[src/rtl/fifo_rd_stage_pkg.sv]
// Shared types and helpers for the FIFO read-side drain stage.
package fifo_rd_stage_pkg;

  localparam int unsigned OUT_DEPTH = 3;

  typedef logic [1:0] ptr_t;
  typedef logic [1:0] cnt_t;

  // Pointers index a 3-entry buffer, so they wrap 2 -> 0 rather than at the power of two.
  function automatic ptr_t ptr_inc(input ptr_t p);
    return (p == ptr_t'(OUT_DEPTH - 1)) ? ptr_t'(0) : p + ptr_t'(1);
  endfunction

endpackage

[src/rtl/fifo_rd_stage_buf.sv]
// 3-entry output buffer for the read drain stage: capture on push, transfer on valid && ready.
module fifo_rd_stage_buf
  import fifo_rd_stage_pkg::*;
#(
  parameter int unsigned DATA_WIDTH = 8
) (
  input  logic                  clk,
  input  logic                  rst,
  input  logic                  push,
  input  logic [DATA_WIDTH-1:0] push_data,
  input  logic                  ready,
  output logic [DATA_WIDTH-1:0] data,
  output logic                  valid,
  output logic [1:0]            cnt
);

  logic [DATA_WIDTH-1:0] mem_q [OUT_DEPTH];
  ptr_t                  head_q, tail_q;
  cnt_t                  cnt_q, cnt_d;
  logic                  pop;

  assign valid = (cnt_q != cnt_t'(0));
  assign data  = mem_q[head_q];
  assign cnt   = cnt_q;
  assign pop   = valid && ready;

  always_comb begin
    cnt_d = cnt_q;
    case ({push, pop})
      2'b10:   cnt_d = cnt_q + cnt_t'(1);
      2'b01:   cnt_d = cnt_q - cnt_t'(1);
      default: cnt_d = cnt_q;
    endcase
  end

  always_ff @(posedge clk) begin
    if (rst) begin
      for (int unsigned i = 0; i < OUT_DEPTH; i++) begin
        mem_q[i] <= '0;
      end
      head_q <= '0;
      tail_q <= '0;
      cnt_q  <= '0;
    end else begin
      if (push) begin
        mem_q[tail_q] <= push_data;
        tail_q        <= ptr_inc(tail_q);
      end
      if (pop) begin
        head_q <= ptr_inc(head_q);
      end
      cnt_q <= cnt_d;
    end
  end

endmodule

[src/rtl/fifo_rd_stage.sv]
// Read-side drain stage: pops the async FIFO, absorbs its read latency, streams via valid/ready.
// Optional transfer counter port word_cnt_o is enabled with FIFO_RD_STAGE_CNT_EN.
module fifo_rd_stage
  import fifo_rd_stage_pkg::*;
#(
  parameter int unsigned DATA_WIDTH = 8
) (
  input  logic                  clk,
  input  logic                  rst,
  output logic                  rd_en_o,
  input  logic [DATA_WIDTH-1:0] rdata_i,
  input  logic                  empty_i,
  input  logic                  underflow_i,
  output logic [DATA_WIDTH-1:0] m_data_o,
  output logic                  m_valid_o,
  input  logic                  m_ready_i,
  output logic                  err_o
`ifdef FIFO_RD_STAGE_CNT_EN
  ,
  output logic [15:0]           word_cnt_o
`endif
);

  logic [1:0] cnt;
  logic       infl_q;
  logic       err_q;

  // Reserve a slot for the word in flight so a full buffer never receives a capture;
  // m_ready_i is deliberately not part of this term.
  assign rd_en_o = !rst && !empty_i && ((3'(cnt) + 3'(infl_q)) < 3'(OUT_DEPTH));
  assign err_o   = err_q;

  always_ff @(posedge clk) begin
    if (rst) begin
      infl_q <= 1'b0;
      err_q  <= 1'b0;
    end else begin
      infl_q <= rd_en_o && !empty_i;
      if (underflow_i) begin
        err_q <= 1'b1;
      end
    end
  end

  fifo_rd_stage_buf #(
    .DATA_WIDTH (DATA_WIDTH)
  ) u_buf (
    .clk       (clk),
    .rst       (rst),
    .push      (infl_q),
    .push_data (rdata_i),
    .ready     (m_ready_i),
    .data      (m_data_o),
    .valid     (m_valid_o),
    .cnt       (cnt)
  );

`ifdef FIFO_RD_STAGE_CNT_EN
  logic [15:0] word_cnt_q;

  always_ff @(posedge clk) begin
    if (rst) begin
      word_cnt_q <= '0;
    end else if (m_valid_o && m_ready_i) begin
      word_cnt_q <= word_cnt_q + 16'd1;
    end
  end

  assign word_cnt_o = word_cnt_q;
`endif

endmodule

[config.mk]
export PLATFORM = sky130hd
export DESIGN_NAME = fifo_rd_stage
export DESIGN_NICKNAME = d
export VERILOG_FILES = /design/src/rtl/fifo_rd_stage_pkg.sv /design/src/rtl/fifo_rd_stage_buf.sv /design/src/rtl/fifo_rd_stage.sv
export SDC_FILE = /design/constraint.sdc
export NUM_CORES = 1
export LEC_CHECK = 0
export CAP_MARGIN = 5
export CORE_MARGIN = 10
export CORE_UTILIZATION = 35
export CTS_CLUSTER_DIAMETER = 150
export DETAILED_ROUTE_END_ITERATION = 12
export DONT_BUFFER_PORTS = 1
export MAX_ROUTING_LAYER = met4
export PLACE_DENSITY = 0.47
export SLEW_MARGIN = 20
export SYNTH_ARGS = -nofsm -noshare
export SYNTH_HDL_FRONTEND = slang
export SYNTH_HIERARCHICAL = 1
export SYNTH_SLANG_ARGS = --single-unit
export TNS_END_PERCENT = 100
[constraint.sdc]
create_clock -name clk -period 3.1 [get_ports clk]
set_input_delay 0.62 -clock clk [delete_from_list [all_inputs] [get_ports clk]]
set_output_delay 0.62 -clock clk [all_outputs]
set_load 0.02 [all_outputs]
==> results.tsv <==
stage	metric	value	unit
global_routing	Tot GR Track Use	8.786	%
synth	Mapped Area	1772	um2
routing	DRC viols	0	
synth	Seq/Total Area, Yosys	65.54	%
finish	nets	136	
global_routing	vias in the first global route	997	
synth	Mapped Nets	132	
global_routing	largest net degree at the start of global routing	16	
timing	minimum clock period	2.379	ns
clock_tree	clock latency on the worst-skew pair	0.28	ns
worst_setup_path	Crit path required time	2.48	ns
clock_tree	Clock transition at path regs	0.07	ns
synth	post-synthesis mux area share	10.73	%
global_routing	initial antenna violation count	0	
timing	final-report hold violation count	0	
finish	commonest non-fill, non-tap cells in the layout	edfxtp_1, and2_1, dfxtp_1, mux4_2, clkbuf_8	
synth	cells after synthesis	116	
clock_tree	CTS tree	built	
outcome	status	complete, no violations	
routing	TritonRoute pass-1 iters	4	
clock_tree	Max Buffers Root-to-Sink	2	
timing	RSZ-0062 raised after global routing	no	
timing	clk_skew	0.001203	ns
pwr	VDD IR-drop max	0.3449	mV
routing	via count	912	
timing	fin. max-slew vios	0	
pwr	Leakage	0.6719	nW
timing	setup violators final	0	
clock_tree	post-CTS setup buffers	0	
synth	Synth cell types	28	
hold_path	HP Class	primary input to flip-flop	
timing	f_max	420.4	MHz
die	die height	91.15	um
synth	Syn. warnings	6	
synth	XOR/XNOR share of the synthesized area	0.9887	%
synth	adder-cell area share of the yosys netlist	2.119	%
synth	post-synthesis compound-gate area fraction	4.732	%
routing	final wirelength	3363	um
global_routing	first-pass GRT wire length	5361	um
worst_setup_path	Arr. time, crit path	1.76	ns
routing	initial DRC count	16	
synth	post-synthesis simple-gate area fraction	14.48	%
finish	filler cell count	471	
finish	layout cells sized above 1	18.18	%
finish	n_diodes	0	
synth	syn avg cell area	15.27	um2
timing	Slew headroom	36.88	%
synth	largest area contributor in the netlist	edfxtp_1	
clock_tree	cts bufs inserted	5	
timing	post-route setup TNS	0	ns
routing	Via density	4.851	
timing	crit share post-route	76.73	%
die	IO Pins	24	
flow_run	Max-Cap Viols	0	
placement	Post-DP HPWL	2245	um
clock_tree	H-tree depth	2	
synth	ranking of synthesized cells by area	edfxtp_1, dfxtp_1, mux4_2, and2_1, ha_1	
die	Starting Density	36.78	%
placement	IO Port Bufs	0	
clock_tree	clock root buffer	clkbuf_8	
clock_tree	post_cts resized	0	
placement	Final GP Congestion	0.7037	
die	Die Wd	91.15	um
finish	Final Util	40.21	%
die	die area	8307	um2
routing	ANT nets after route	0	
finish	Area growth, synth to finish	9.322	%
synth	Synth top area share	54.24	%
worst_setup_path	Critical Path Start Type	flip-flop	
pwr	Pwr Density	670.8	nW/um2
routing	DR WL/cell	17.89	um
worst_setup_path	top fanout value on the critical path	5	
worst_setup_path	element type at the critical path end	output pin	
finish	most common cell after layout, fill and taps aside	edfxtp_1	
worst_setup_path	Crit Path Class	flip-flop to output pin	
clock_tree	Hold Buf Count CTS	0	
global_routing	GRT overflow	0	
die	Core Area	4817	um2
clock_tree	clk sink count	42	
synth	flops & latches, synth	42	
timing	worst slew pin tran	0.9449	ns
synth	largest family of logic cells by synthesized area	simple AND/OR/NAND/NOR gates	
die	Row Count	25	
critical path, cell delays in order (launching register included):
cell and delay (ns):
dfxtp_1 0.37, ha_1 0.22, ha_1 0.30, a2111oi_1 0.37, buf_4 0.21
cell usage after synthesis:
master,number
a2111oi_1,1
a2111oi_2,1
a21oi_1,4
and2_1,24
buf_1,1
buf_2,1
clkbuf_1,1
clkbuf_2,1
dfxtp_1,10
edfxtp_1,32
ha_1,3
inv_1,2
mux2i_1,1
mux4_2,8
nand2_1,5
nand2b_1,3
nor2_1,4
nor2b_1,1
nor3_2,2
o21ai_0,1
o21ai_2,1
o21ba_2,1
o21bai_1,2
or2_2,1
or3_1,2
or3b_1,1
xnor2_1,1
xor2_1,1
final timing paths:
kind                    from           endpoint  slack, ns  cells past startpoint
max reg2reg           infl_q  u_buf/mem_q[2][1]       1.44                      2
min                      rst    u_buf/tail_q[1]       0.39                      1
min reg2reg  u_buf/tail_q[1]    u_buf/tail_q[1]       0.48                      2
max             u_buf/cnt[0]            rd_en_o       0.72                      4
flip-flops by register name, indices dropped and copies added, names as in the netlist, named ones only:
name	cells
u_buf/head_q	2
u_buf/tail_q	2
u_buf/mem_q	32
u_buf/cnt	2
infl_q	1
err_o	1
through the flow:
| stage | worst slack [ns] | instance area, um2 | power [mW] | std cells | hold slack (ns) |
|---|---|---|---|---|---|
| after detailed placement | 1.029 | 1846 | 0.9615 | 180 | 0.4702 |
| after global routing | 0.5436 | 1937 | 1.366 | 188 | 0.3714 |
| final | 0.7215 | 1937 | 1.299 | 188 | 0.3924 |
| after global placement | 1.074 | 1846 | 0.9500 | 180 | 0.4590 |
| after CTS | 0.6835 | 1937 | 1.321 | 188 | 0.3797 |
| after floorplan | 0.7892 | 1772 | 0.9140 | 116 | 0.4542 |
per-layer routing:
layer / part of all wire [%] / vias up / GRT usage (%)
li1: - / 435 / -
met1: 40 / 442 / 8.456
met2: 51 / 28 / 14.68
met3: 6.9 / 7 / 4.198
met4: 2.1 / 0 / 4.047
met5: 0 / - / -
report_power, final:
part           total, mW  leakage, nW  internal, mW  switching (mW)
clock              0.358       0.0482         0.180           0.178
combinational      0.233        0.219         0.105           0.128
sequential         0.708        0.404         0.652          0.0566
logic make-up (layout without fill, tap and decap cells):
kind of cell | after synthesis | after routing
AO/OA/AOI/OAI | 11 | 11
AND/OR/NAND/NOR | 43 | 43
buffers and inverters | 6 | 11
flip-flops | 42 | 42
adder cells (fa/ha/maj) | 3 | 3
multiplexers | 9 | 9
XOR/XNOR | 2 | 2
area by class of cell:
class / count / area [um2] / area share, %
flip-flops and latches: 42 / 1161 / 59.95
clock inverters: 1 / 5.005 / 0.2584
multi-input cells: 68 / 585.6 / 30.23
repair buffers: 1 / 7.507 / 0.3876
clock buffers: 7 / 86.33 / 4.457
inverters: 2 / 7.507 / 0.3876
well taps: 67 / 83.83 / 4.328
Power figures use the tool's default switching activity.
